`config.mk`:
```
export PLATFORM = sky130hd
export DESIGN_NAME = demux_1_to_n_stream
export DESIGN_NICKNAME = d
export VERILOG_FILES = /design/src/rtl/demux_pkg.sv /design/src/rtl/demux_slot.sv /design/src/rtl/demux_1_to_n_stream.sv
export SDC_FILE = /design/constraint.sdc
export NUM_CORES = 1
export LEC_CHECK = 0
export BUFFER_PORTS_ARGS = -buffer_cell sky130_fd_sc_hd__buf_2
export CORE_MARGIN = 3
export CORE_UTILIZATION = 55
export DETAILED_ROUTE_END_ITERATION = 12
export MAX_ROUTING_LAYER = met4
export PLACE_DENSITY = 0.89
export SLEW_MARGIN = 40
export SYNTH_ARGS = -nofsm -noshare
export SYNTH_HDL_FRONTEND = slang
export SYNTH_SLANG_ARGS = --single-unit
```
`constraint.sdc`:
```
create_clock -name clk -period 5.8 [get_ports clk]
set_input_delay 0.29 -clock clk [delete_from_list [all_inputs] [get_ports clk]]
set_output_delay 0.29 -clock clk [all_outputs]
set_load 0.05 [all_outputs]
```
`src/rtl/demux_pkg.sv`:
```
// Shared constants for the 1-to-N stream demultiplexer: default geometry and counter width.
package demux_pkg;
  localparam int DATA_W_DEF = 8;
  localparam int N_CH_DEF   = 8;
  localparam int CNT_W      = 16;
endpackage

```
`src/rtl/demux_slot.sv`:
```
// One-entry output slot: valid flag plus data register, reloadable while draining.
module demux_slot #(
  parameter int DATA_W = 8
) (
  input  logic              clk,
  input  logic              rst,
  input  logic              load,
  input  logic [DATA_W-1:0] load_data,
  input  logic              ready,
  output logic              valid,
  output logic [DATA_W-1:0] data,
  output logic              free
);

  // Free when empty or emptying this cycle, so a full slot can be refilled without a bubble.
  assign free = ~valid | ready;

  always_ff @(posedge clk or posedge rst) begin
    if (rst) begin
      valid <= 1'b0;
      data  <= '0;
    end else if (load) begin
      valid <= 1'b1;
      data  <= load_data;
    end else if (ready) begin
      valid <= 1'b0;
    end
  end

endmodule

```
`src/rtl/demux_1_to_n_stream.sv`:
```
// 1-to-N valid/ready stream demultiplexer with per-channel one-entry slots.
// Optional broadcast to all channels is built only when DEMUX_BCAST_EN is defined.
module demux_1_to_n_stream
  import demux_pkg::*;
#(
  parameter int DATA_W = DATA_W_DEF,
  parameter int N_CH   = N_CH_DEF,
  localparam int SEL_W = $clog2(N_CH)
) (
  input  logic                   clk,
  input  logic                   rst,
  input  logic                   in_valid,
  output logic                   in_ready,
  input  logic [DATA_W-1:0]      in_data,
  input  logic [SEL_W-1:0]       in_sel,
  input  logic                   in_bcast,
  output logic [N_CH-1:0]        out_valid,
  input  logic [N_CH-1:0]        out_ready,
  output logic [N_CH*DATA_W-1:0] out_data,
  output logic                   sel_err,
  output logic [CNT_W-1:0]       xfer_cnt
);

  localparam int SEL_SPAN = 2 ** SEL_W;

  logic [N_CH-1:0]     free;
  logic [N_CH-1:0]     hit;
  logic [N_CH-1:0]     load;
  logic [SEL_SPAN-1:0] free_pad;
  logic                sel_ok;
  logic                bcast;
  logic                accept;

  // Unused select codes read as free so an out-of-range beat is always taken and dropped.
  always_comb begin
    free_pad            = '1;
    free_pad[N_CH-1:0]  = free;
    hit                 = '0;
    for (int k = 0; k < N_CH; k++) hit[k] = (int'(in_sel) == k);
  end

  assign sel_ok = (int'(in_sel) < N_CH);

`ifdef DEMUX_BCAST_EN
  logic all_free;
  assign bcast    = in_bcast;
  assign all_free = &free;
  assign in_ready = ~rst & (bcast ? all_free : free_pad[in_sel]);
`else
  logic unused_bcast;
  assign unused_bcast = in_bcast;
  assign bcast        = 1'b0;
  assign in_ready     = ~rst & free_pad[in_sel];
`endif

  assign accept = in_valid & in_ready;
  assign load   = {N_CH{accept}} & ({N_CH{bcast}} | ({N_CH{sel_ok}} & hit));

  for (genvar k = 0; k < N_CH; k++) begin : g_slot
    demux_slot #(.DATA_W(DATA_W)) u_slot (
      .clk       (clk),
      .rst       (rst),
      .load      (load[k]),
      .load_data (in_data),
      .ready     (out_ready[k]),
      .valid     (out_valid[k]),
      .data      (out_data[k*DATA_W +: DATA_W]),
      .free      (free[k])
    );
  end

  always_ff @(posedge clk or posedge rst) begin
    if (rst) begin
      sel_err  <= 1'b0;
      xfer_cnt <= '0;
    end else begin
      sel_err <= accept & ~bcast & ~sel_ok;
      if (accept & (bcast | sel_ok)) xfer_cnt <= xfer_cnt + 1'b1;
    end
  end

endmodule

```
==> key figures <==
Clock tree
  • TritonCTS Sinks: 88
  • Worst skew pair latency: around 0.35 ns
  • Post-CTS Resized: 0
  • Inserted Clock Buffers: 9
  • Clock Tree Buf Depth: 2
  • Setup Buffers After CTS: 0
  • Clock transition at path regs: ~0.09 ns
  • H-tree Lvls: 3
  • CTS tree: done
  • Root Driver: clkbuf_8
  • Hold buffers post-CTS: 1

Critical path
  • Worst path arrival time: 2.91 ns
  • RR Startpoint: g_slot[0].u_slot.valid$_DFFE_PP0P_
  • Startpoint types: primary input
  • Crit path max fanout: 70
  • Crit path kind: primary input to flip-flop
  • R2R Setup Slk: ~3.7 ns
  • FF-to-FF path depth: 5
  • Crit path required time: around 6.0 ns
  • Crit Reg-Reg Endpoint: xfer_cnt[1]$_DFFE_PP0P_
  • Worst setup EP type: flip-flop

Yosys
  • Synth top area share: 59.6%
  • Post-synthesis instance area: 3690 sq um
  • Ys Warns: 0
  • Synth Register Bits: just under 90
  • Synth Area in Adders: less than 1%
  • Mux cell area share after synthesis: between 10% and 20%
  • Simple-Gate Fraction of Synth Area: under 10%
  • Async SR Flop Fraction: 100%
  • Yosys top cell by area: dfrtp_1
  • Gate count after technology mapping: 258
  • Seq/Total Area, Yosys: between 50% and 60%
  • Largest cells by area after synthesis: dfrtp_1 (60%), mux2_2 (20%), xnor2_1 (3.6%)
  • Post-synth top flop: dfrtp_1
  • Synth Area in Compound Gates: 5.15%
  • Avg Cell Area, Syn: between 10 and 15 sq um
  • Synth cell types: 36
  • Post-synth EDFFs: 0
  • Largest family of logic cells by synthesized area: multiplexers
  • Synthesized net count: about 280
  • Post-Synth XOR/XNOR Area: around 3.6%

Min path
  • Cell count of the worst hold path: 2
  • Hold endpoint: g_slot[4].u_slot.valid$_DFFE_PP0P_
  • Hold Crit Class: primary input to flip-flop
  • Hold path start: out_ready[4]

Cells and area
  • Share of layout cells above drive strength 1: 54.6%
  • Nets: between 300 and 400
  • Ant diodes: 0
  • Layout fillers: ~450
  • Commonest non-fill, non-tap cell in the layout: buf_2
  • Syn-to-layout area delta: 21.2%
  • Most frequent cells in the layout: buf_2 (110), dfrtp_1 (88), mux2_2 (65)

Global route
  • Initial antenna violation count: 0
  • Congestion Overflow GR: 0
  • Vias in the first global route: 2578
  • Largest net degree at the start of global routing: 71
  • First-pass GRT wire length: 13.4 mm
  • Tot GR Track Use: between 20% and 30%

STA
  • Worst Tran Pin Value: slightly below 0.7 ns
  • Clock period minus worst slack: 2.68 ns
  • Setup Skew: approximately 0.0084 ns
  • Final hold slack: 0.129 ns
  • Hold Fails Final Rpt: 0
  • Slew Limit Fails: 0
  • FMAX: 374 MHz
  • Sum Neg Setup Slack: 0 ns
  • Worst rel slew slack: 53.7%
  • Final worst-path cycle share: about 46%
  • Final setup vio count: 0
  • RSZ-0062 raised after global routing: false

Floorplan
  • Cell Rows: 29
  • Core Region: ~6400 sq um
  • Chip width: 87.9 um
  • IO Pins: approximately 110
  • Die area: around 7700 sq um
  • Initial Util: between 50% and 60%
  • Die span in y: just under 90 um

Detailed routing
  • Wire length per cell: 18.7 um
  • Via density: 5.53
  • Drt first pass iters: 6
  • DR iter-0 viols: 169
  • Via count: between 2000 and 2500
  • Detailed-route DRC error count: 0
  • Routed Antenna Nets: 0
  • Total wire length after detailed routing: ~8.4 mm

Power
  • Worst VDD drop: roughly 0.32 mV
  • Pwr Total: ~2.1 mW
  • Lkg Pwr: ~2.3 nW
  • Pwr per Cell Area: between 400 and 500 nW/um^2

Run
  • Max-cap check violation count: 0

Outcome
  • Status: completed

Placed design
  • DPL Wire Length: about 5.8 mm
  • RD Place Congestion: about 0.81
  • Port bufs: 110
## worst max path at each step
| stage | from | end | slack (ns) | cells after the start |
|---|---|---|---|---|
| 6_report | rst | g_slot[7].u_slot.data[2]$_DFFE_PP0P_ | 3.12 | 6 |
| 5_1_grt | rst | g_slot[7].u_slot.data[2]$_DFFE_PP0P_ | 2.82 | 6 |
| 4_1_cts | rst | g_slot[7].u_slot.data[2]$_DFFE_PP0P_ | 3.02 | 6 |
| 3_5_place_dp | rst | g_slot[7].u_slot.data[2]$_DFFE_PP0P_ | 3.21 | 5 |
| 3_3_place_gp | rst | g_slot[7].u_slot.data[1]$_DFFE_PP0P_ | 2.98 | 5 |
| 2_1_floorplan | rst | xfer_cnt[11]$_DFFE_PP0P_ | 2.26 | 6 |
## through the flow
stage	utilization [%]	setup WS, ns	instances	instance area [sq um]
after floorplan	-	2.26	258	3690
after global placement	65.8	2.98	430	4230
after detailed placement	66.0	3.21	430	4240
after CTS	69.7	3.02	447	4480
after global routing	69.7	2.82	447	4480
final	69.7	3.12	447	4480
## flip-flops by register name (all words and copies together) (netlist names)
register	count
g_slot.u_slot.data	64
g_slot.u_slot.valid	8
xfer_cnt	16
## critical path: stages
cell and delay, ns:
dlygate4sd3_1 0.54, buf_2 0.13, clkinv_2 0.25, buf_6 0.53, nand4_1 0.66, mux2_2 0.48
## Yosys cell counts (2+ instances only)
cell type and instances:
dfrtp_1 88, o2111ai_1 4, o21ai_1 4, nand4b_1 2
mux2_2 65, nand2_1 8, and3_1 7, o21ai_0 4
nor2_1 3, nand3_1 5, nor2b_1 2, and2_1 2
and4_1 3, o211ai_2 3, buf_6 3, clkbuf_1 2
o2111ai_2 3, xnor2_1 15, nand2b_1 6, buf_4 9
inv_1 5
## power by group
part           internal [mW]  switching (mW)
Sequential             0.740          0.0794
Combinational          0.197           0.608
Clock                  0.256           0.216
## cell type report
class	instances	area [sq um]	area share [%]
repair buffers	112	572	12.8
clock inverters	6	90.1	2.01
multi-input cells	149	1360	30.4
well taps	77	96.3	2.15
inverters	5	20.0	0.447
flip-flops and latches	88	2200	49.2
clock buffers	10	138	3.07
## per-layer routing
metal | global-route usage [%] | up-vias | part of all wire [%]
li1 | - | 1130 | -
met1 | 30.9 | 1241 | 43
met2 | 37.7 | 90 | 49
met3 | 5.36 | 10 | 7.0
met4 | 7.53 | 0 | 1.1
met5 | - | - | 0
## cells by family (layout without fill, tap and decap cells)
| logic type | count (synthesis) | after routing |
|---|---|---|
| AOI/OAI and AO/OA | 22 | 22 |
| and+or+nand+nor | 45 | 45 |
| xor gates and xnor gates | 15 | 15 |
| buffers and inverters | 21 | 133 |
| DFF | 88 | 88 |
| other | 1 | 1 |
| muxes | 65 | 65 |
| adders and majority gates | 1 | 1 |
Note: power is estimated with default switching activity, not from simulation.
